===== config.mk =====
export PLATFORM = sky130hd
export DESIGN_NAME = vrc_sat_counter
export DESIGN_NICKNAME = d
export VERILOG_FILES = /design/src/rtl/vrc_pkg.sv /design/src/rtl/vrc_sat_counter.sv
export SDC_FILE = /design/constraint.sdc
export NUM_CORES = 1
export LEC_CHECK = 0
export CORE_MARGIN = 3
export CORE_UTILIZATION = 48
export CTS_CLUSTER_SIZE = 8
export DETAILED_ROUTE_END_ITERATION = 8
export PLACE_DENSITY = 0.88
export SYNTH_ARGS = -nofsm -noshare
export SYNTH_HDL_FRONTEND = slang
export SYNTH_SLANG_ARGS = --single-unit

===== constraint.sdc =====
create_clock -name CK -period 1.98 [get_ports CK]
set_input_delay 0.594 -clock CK [delete_from_list [all_inputs] [get_ports CK]]
set_output_delay 0.594 -clock CK [all_outputs]
set_load 0.005 [all_outputs]

===== src/rtl/vrc_pkg.sv =====
// vrc_pkg: shared types and constants for the vector response checker.
// Optional feature macro: VRC_XMASK_EN (per-vector don't-care mask).
package vrc_pkg;

   typedef enum logic [1:0] {
      ST_IDLE,
      ST_SETTLE,
      ST_SAMPLE,
      ST_DONE
   } vrc_state_t;

   // Default parameter values
   localparam int unsigned VRC_IN_W_DEF   = 1;
   localparam int unsigned VRC_OUT_W_DEF  = 1;
   localparam int unsigned VRC_SETTLE_DEF = 1;
   localparam int unsigned VRC_CNT_W_DEF  = 16;

   // "No error seen" marker for first_err_idx; sliced down to CNT_W by users
   localparam logic [63:0] VRC_NO_ERR = '1;

endpackage


===== src/rtl/vrc_sat_counter.sv =====
// vrc_sat_counter: CNT_W-bit up-counter with synchronous clear that holds
// at its maximum value instead of wrapping.
module vrc_sat_counter
   import vrc_pkg::*;
#(
   parameter int unsigned CNT_W = VRC_CNT_W_DEF
) (
   input  logic             CK,
   input  logic             reset,
   input  logic             clr,
   input  logic             inc,
   output logic [CNT_W-1:0] count
);

   // Clear on reset or clr; otherwise count up until all-ones, then hold
   always_ff @(posedge CK) begin
      if (!reset || clr)
         count <= '0;
      else if (inc && (count != '1))
         count <= count + CNT_W'(1);
   end

endmodule


==> impl_metrics.prom <==
# TYPE chip_impl_metric gauge
chip_impl_info{name="run_status",value="finished, final reports clean"} 1
chip_impl_info{name="postSynth.topFlopCell",value="sky130_fd_sc_hd__dfxtp_1"} 1
chip_impl_metric{name="clock-sinks",unit=""} 16
chip_impl_metric{name="period_needed",unit="ps"} 1920
chip_impl_info{name="min_path_type",value="flop to flop"} 1
chip_impl_metric{name="synth.distinct_cells",unit=""} 34
chip_impl_metric{name="multiInputGateArea",unit="um2"} 534
chip_impl_metric{name="final_non_filler_cells",unit=""} 146
chip_impl_metric{name="grt_max_degree",unit=""} 11
chip_impl_metric{name="critPathMaxStageDelay",unit="ps"} 560
chip_impl_metric{name="number_of_flops_mapped_to_enable_cells_by_yosys",unit=""} 0
chip_impl_metric{name="route.detailed.vias_per_inst",unit=""} 6.19
chip_impl_metric{name="swShare",unit="%"} 22.9
chip_impl_metric{name="grt_first_pass_wirelength",unit="um"} 3770
chip_impl_info{name="hp-start",value="count[1]$_SDFFE_PP0P_"} 1
chip_impl_metric{name="syn_nets",unit=""} 99
chip_impl_info{name="start_kind",value="flop"} 1
chip_impl_metric{name="clockBufferDepth",unit=""} 2
chip_impl_metric{name="worst_hold_slack",unit="ps"} 506
chip_impl_metric{name="arrival",unit="ps"} 1330
chip_impl_info{name="tritoncts",value="done"} 1
chip_impl_metric{name="clock_power_share",unit="%"} 33.4
chip_impl_metric{name="dp.cells",unit=""} 143
chip_impl_metric{name="postSynthAreaPerCell",unit="um2"} 9.17
chip_impl_metric{name="worst_r2r_path_depth",unit=""} 5
chip_impl_metric{name="wire_per_inst",unit="um"} 14.7
chip_impl_metric{name="fp-row-count",unit=""} 14
chip_impl_metric{name="yosys_register_bits",unit=""} 16
chip_impl_metric{name="syn_area",unit="um2"} 862
chip_impl_metric{name="post-route-period-util",unit="%"} 97.1
chip_impl_metric{name="worstSkewPairLatency",unit="ps"} 290
chip_impl_metric{name="dr.first_iter.drc_count",unit=""} 26
chip_impl_metric{name="largest_reg_flops",unit=""} 16
chip_impl_metric{name="cts.repair_timing.setup_buffer_count",unit=""} 0
chip_impl_metric{name="h_tree_depth_reported_by_cts",unit=""} 1
chip_impl_metric{name="cts-buffers-inserted",unit=""} 3
chip_impl_info{name="top_cell_type_by_total_area_after_synthesis",value="sky130_fd_sc_hd__dfxtp_1"} 1
chip_impl_metric{name="slew_headroom",unit="%"} 68.8
chip_impl_info{name="worstSetupPathType",value="flop to primary output"} 1
chip_impl_metric{name="totalPowerFinal",unit="mW"} 0.530
chip_impl_metric{name="combinationalPowerShare",unit="%"} 5.4
chip_impl_metric{name="postRouteWirelength",unit="um"} 2150
chip_impl_metric{name="hold_viol_final",unit=""} 0
chip_impl_metric{name="io_pins",unit=""} 20
chip_impl_metric{name="finalSetupViolCount",unit=""} 0
chip_impl_metric{name="internal_power",unit="mW"} 0.409
chip_impl_metric{name="finalClockSkew",unit="ps"} 4.97
chip_impl_metric{name="place_hpwl",unit="um"} 1600
chip_impl_metric{name="die_width",unit="um"} 48.4
chip_impl_info{name="netlist_top_cells_count",value="16 x sky130_fd_sc_hd__dfxtp_1, 8 x sky130_fd_sc_hd__nand2_1, 6 x sky130_fd_sc_hd__a21oi_1, 5 x sky130_fd_sc_hd__nand3_1"} 1
chip_impl_metric{name="register_area",unit="um2"} 323
chip_impl_metric{name="grt_antenna_before_repair",unit=""} 0
chip_impl_metric{name="start_util",unit="%"} 54.1
chip_impl_metric{name="cp_data_required_time",unit="ps"} 1390
chip_impl_info{name="reg2reg_from",value="count[0]$_SDFFE_PP0P_"} 1
chip_impl_metric{name="area_growth",unit="%"} 35.0
chip_impl_metric{name="peakVddDrop",unit="mV"} 0.331
chip_impl_info{name="main_area_contributors_after_synthesis",value="sky130_fd_sc_hd__dfxtp_1 37%, sky130_fd_sc_hd__nand4_2 4.4%, sky130_fd_sc_hd__and4_1 4.1%"} 1
chip_impl_metric{name="antenna_cells",unit=""} 0
chip_impl_metric{name="worst-path-buf-inv",unit=""} 1
chip_impl_metric{name="achievable-frequency",unit="GHz"} 0.520
chip_impl_info{name="critical_path.slowest_cell",value="sky130_fd_sc_hd__clkdlybuf4s50_1"} 1
chip_impl_metric{name="weighted_congestion_reported_at_the_end_of_routability_driven_placement",unit=""} 0.884
chip_impl_info{name="cp-end-kind",value="primary output"} 1
chip_impl_metric{name="postSynthCellCount",unit=""} 94
chip_impl_metric{name="gr-total-overflow",unit=""} 0
chip_impl_metric{name="final_layout_size_suffix_gt1_share",unit="%"} 18.0
chip_impl_metric{name="clk_pin_slew",unit="ps"} 90
chip_impl_metric{name="synth_sequential_area_ratio",unit="%"} 37.2
chip_impl_metric{name="max_cap_violations",unit=""} 0
chip_impl_info{name="largest_register",value="count"} 1
chip_impl_info{name="critical_path_launch_point",value="count[8]$_SDFFE_PP0P_"} 1
chip_impl_metric{name="number_of_buffer_cells_added_on_primary_ports",unit=""} 19
chip_impl_metric{name="remaining_drc_errors",unit=""} 0
chip_impl_info{name="worstPathCellList",value="clkdlybuf4s50_1"} 1
chip_impl_metric{name="async_s_r_ff_share_synth",unit="%"} 0
chip_impl_metric{name="area_share_of_the_largest_cell_type_after_synthesis",unit="%"} 37.2
chip_impl_metric{name="routed_antenna_nets",unit=""} 0
chip_impl_metric{name="path_max_fanout",unit=""} 9
chip_impl_metric{name="die_h",unit="um"} 48.4
chip_impl_metric{name="power.leakage",unit="nW"} 0.402
chip_impl_metric{name="num-nets-final",unit=""} 129
chip_impl_info{name="hold_worst_path_end",value="count[1]$_SDFFE_PP0P_"} 1
chip_impl_metric{name="timing_max_transition_violations_final",unit=""} 0
chip_impl_metric{name="track_usage",unit="%"} 19.6
chip_impl_metric{name="filler_cell_count",unit=""} 117
chip_impl_metric{name="core_area",unit="mm2"} 0.00159
chip_impl_metric{name="num_vias",unit=""} 904
chip_impl_metric{name="drtPass1Iterations",unit=""} 5
chip_impl_metric{name="synthesis.yosys.warnings",unit=""} 0
chip_impl_metric{name="r2r_slack",unit="ps"} 340
chip_impl_metric{name="total_power_density_per_cell_area",unit="mW/mm2"} 456
chip_impl_metric{name="floorplan.die_area",unit="mm2"} 0.00234
chip_impl_metric{name="worst_slew_pin_slew",unit="ps"} 464
chip_impl_info{name="rsz_0062_raised_after_global_routing",value="no"} 1
chip_impl_metric{name="netSwitchingPower",unit="mW"} 0.121
chip_impl_info{name="synth_most_common_cell",value="sky130_fd_sc_hd__dfxtp_1"} 1
chip_impl_info{name="top_regs",value="count x16"} 1
chip_impl_info{name="worst_path_dominant_cell_family",value="buffers and inverters"} 1
chip_impl_metric{name="power.share.sequential",unit="%"} 61.2
chip_impl_metric{name="grt_pass1_vias",unit=""} 823
chip_impl_info{name="critical_register_to_register_path_endpoint",value="count[15]$_SDFFE_PP0P_"} 1
chip_impl_info{name="cts_root_buf",value="sky130_fd_sc_hd__clkbuf_4"} 1
chip_impl_metric{name="timing.hold.worst_path_depth",unit=""} 2
chip_impl_metric{name="fin_util",unit="%"} 73.0
power by group through the flow:
stage / combinational, mW / clock, mW / sequential (mW)
3_3_place_gp: 0.0277 / 0 / 0.332
6_report: 0.0284 / 0.177 / 0.325
5_1_grt: 0.0304 / 0.194 / 0.325
2_1_floorplan: 0.0113 / 0 / 0.332
4_1_cts: 0.0282 / 0.174 / 0.325
3_5_place_dp: 0.0281 / 0 / 0.332
cell type report:
cell class | instances | share of cell area [%]
Tap cell | 24 | 2.58
Clock buffer | 3 | 1.94
Multi-Input combinational cell | 75 | 45.9
Inverter | 1 | 0.323
Sequential cell | 16 | 27.7
Timing Repair Buffer | 27 | 21.5
repair_timing:
item                                    in CTS  in global routing
gates resized for setup                      0                  3
endpoints found under the setup margin       0                  3
hold buffers                                 0                  0
layer usage:
| metal | track usage [%] | up-vias | share of wire (%) |
|---|---|---|---|
| li1 | - | 439 | - |
| met2 | 34.2 | 42 | 49 |
| met3 | 4.29 | 7 | 5.2 |
| met5 | 0 | - | 0 |
| met1 | 24.1 | 416 | 44 |
| met4 | 5.69 | 0 | 1.6 |
worst max-delay path by stage:
stage                             endpoint  slack [ps]  cells past startpoint
floorplan            count[7]$_SDFFE_PP0P_         370                      4
global placement    count[15]$_SDFFE_PP0P_        -170                      5
detailed placement   count[7]$_SDFFE_PP0P_        -230                      5
CTS                               count[2]          10                      1
global route                      count[8]           3                      1
finish                            count[8]          60                      1
worst min-delay path, cell delays in order (launching register included):
cell and delay, ps:
sky130_fd_sc_hd__dfxtp_1 350, sky130_fd_sc_hd__nand3_1 70, sky130_fd_sc_hd__o21ai_1 50
through the flow:
step / setup WS (ps) / cell area, um2 / setup TNS [ps]
2_1_floorplan: 370 / 862 / 0
3_3_place_gp: -172 / 1130 / -943
3_5_place_dp: -228 / 1130 / -1390
4_1_cts: 14.6 / 1160 / 0
5_1_grt: 3.23 / 1160 / 0
6_report: 58.0 / 1160 / 0
cells by family after synthesis:
family | Yosys count | share of synthesized area (%)
DFF | 16 | 37.2
buffers and inverters | 3 | 1.31
adders and majority gates | 1 | 1.45
xor gates and xnor gates | 1 | 1.02
and+or+nand+nor | 43 | 34.7
AOI/OAI and AO/OA | 30 | 24.4
cells in the final DEF, fill, tap and decap left out, types with 2 or more instances in the layout:
master and n:
sky130_fd_sc_hd__clkdlybuf4s50_1 19, sky130_fd_sc_hd__dfxtp_1 14, sky130_fd_sc_hd__nand2_1 8, sky130_fd_sc_hd__buf_4 8, sky130_fd_sc_hd__a21oi_1 6, sky130_fd_sc_hd__nand3_1 5
sky130_fd_sc_hd__a31oi_1 4, sky130_fd_sc_hd__and4_1 4, sky130_fd_sc_hd__o31ai_1 4, sky130_fd_sc_hd__or4_1 4, sky130_fd_sc_hd__nand4_2 3, sky130_fd_sc_hd__o21ai_1 3
sky130_fd_sc_hd__and2_1 3, sky130_fd_sc_hd__o21ai_0 3, sky130_fd_sc_hd__nor2_1 3, sky130_fd_sc_hd__o311ai_1 3, sky130_fd_sc_hd__o41ai_1 3, sky130_fd_sc_hd__clkbuf_4 3
sky130_fd_sc_hd__nand4_1 2, sky130_fd_sc_hd__or3_1 2, sky130_fd_sc_hd__dfxtp_2 2
Note: power is estimated with default switching activity, not from simulation.
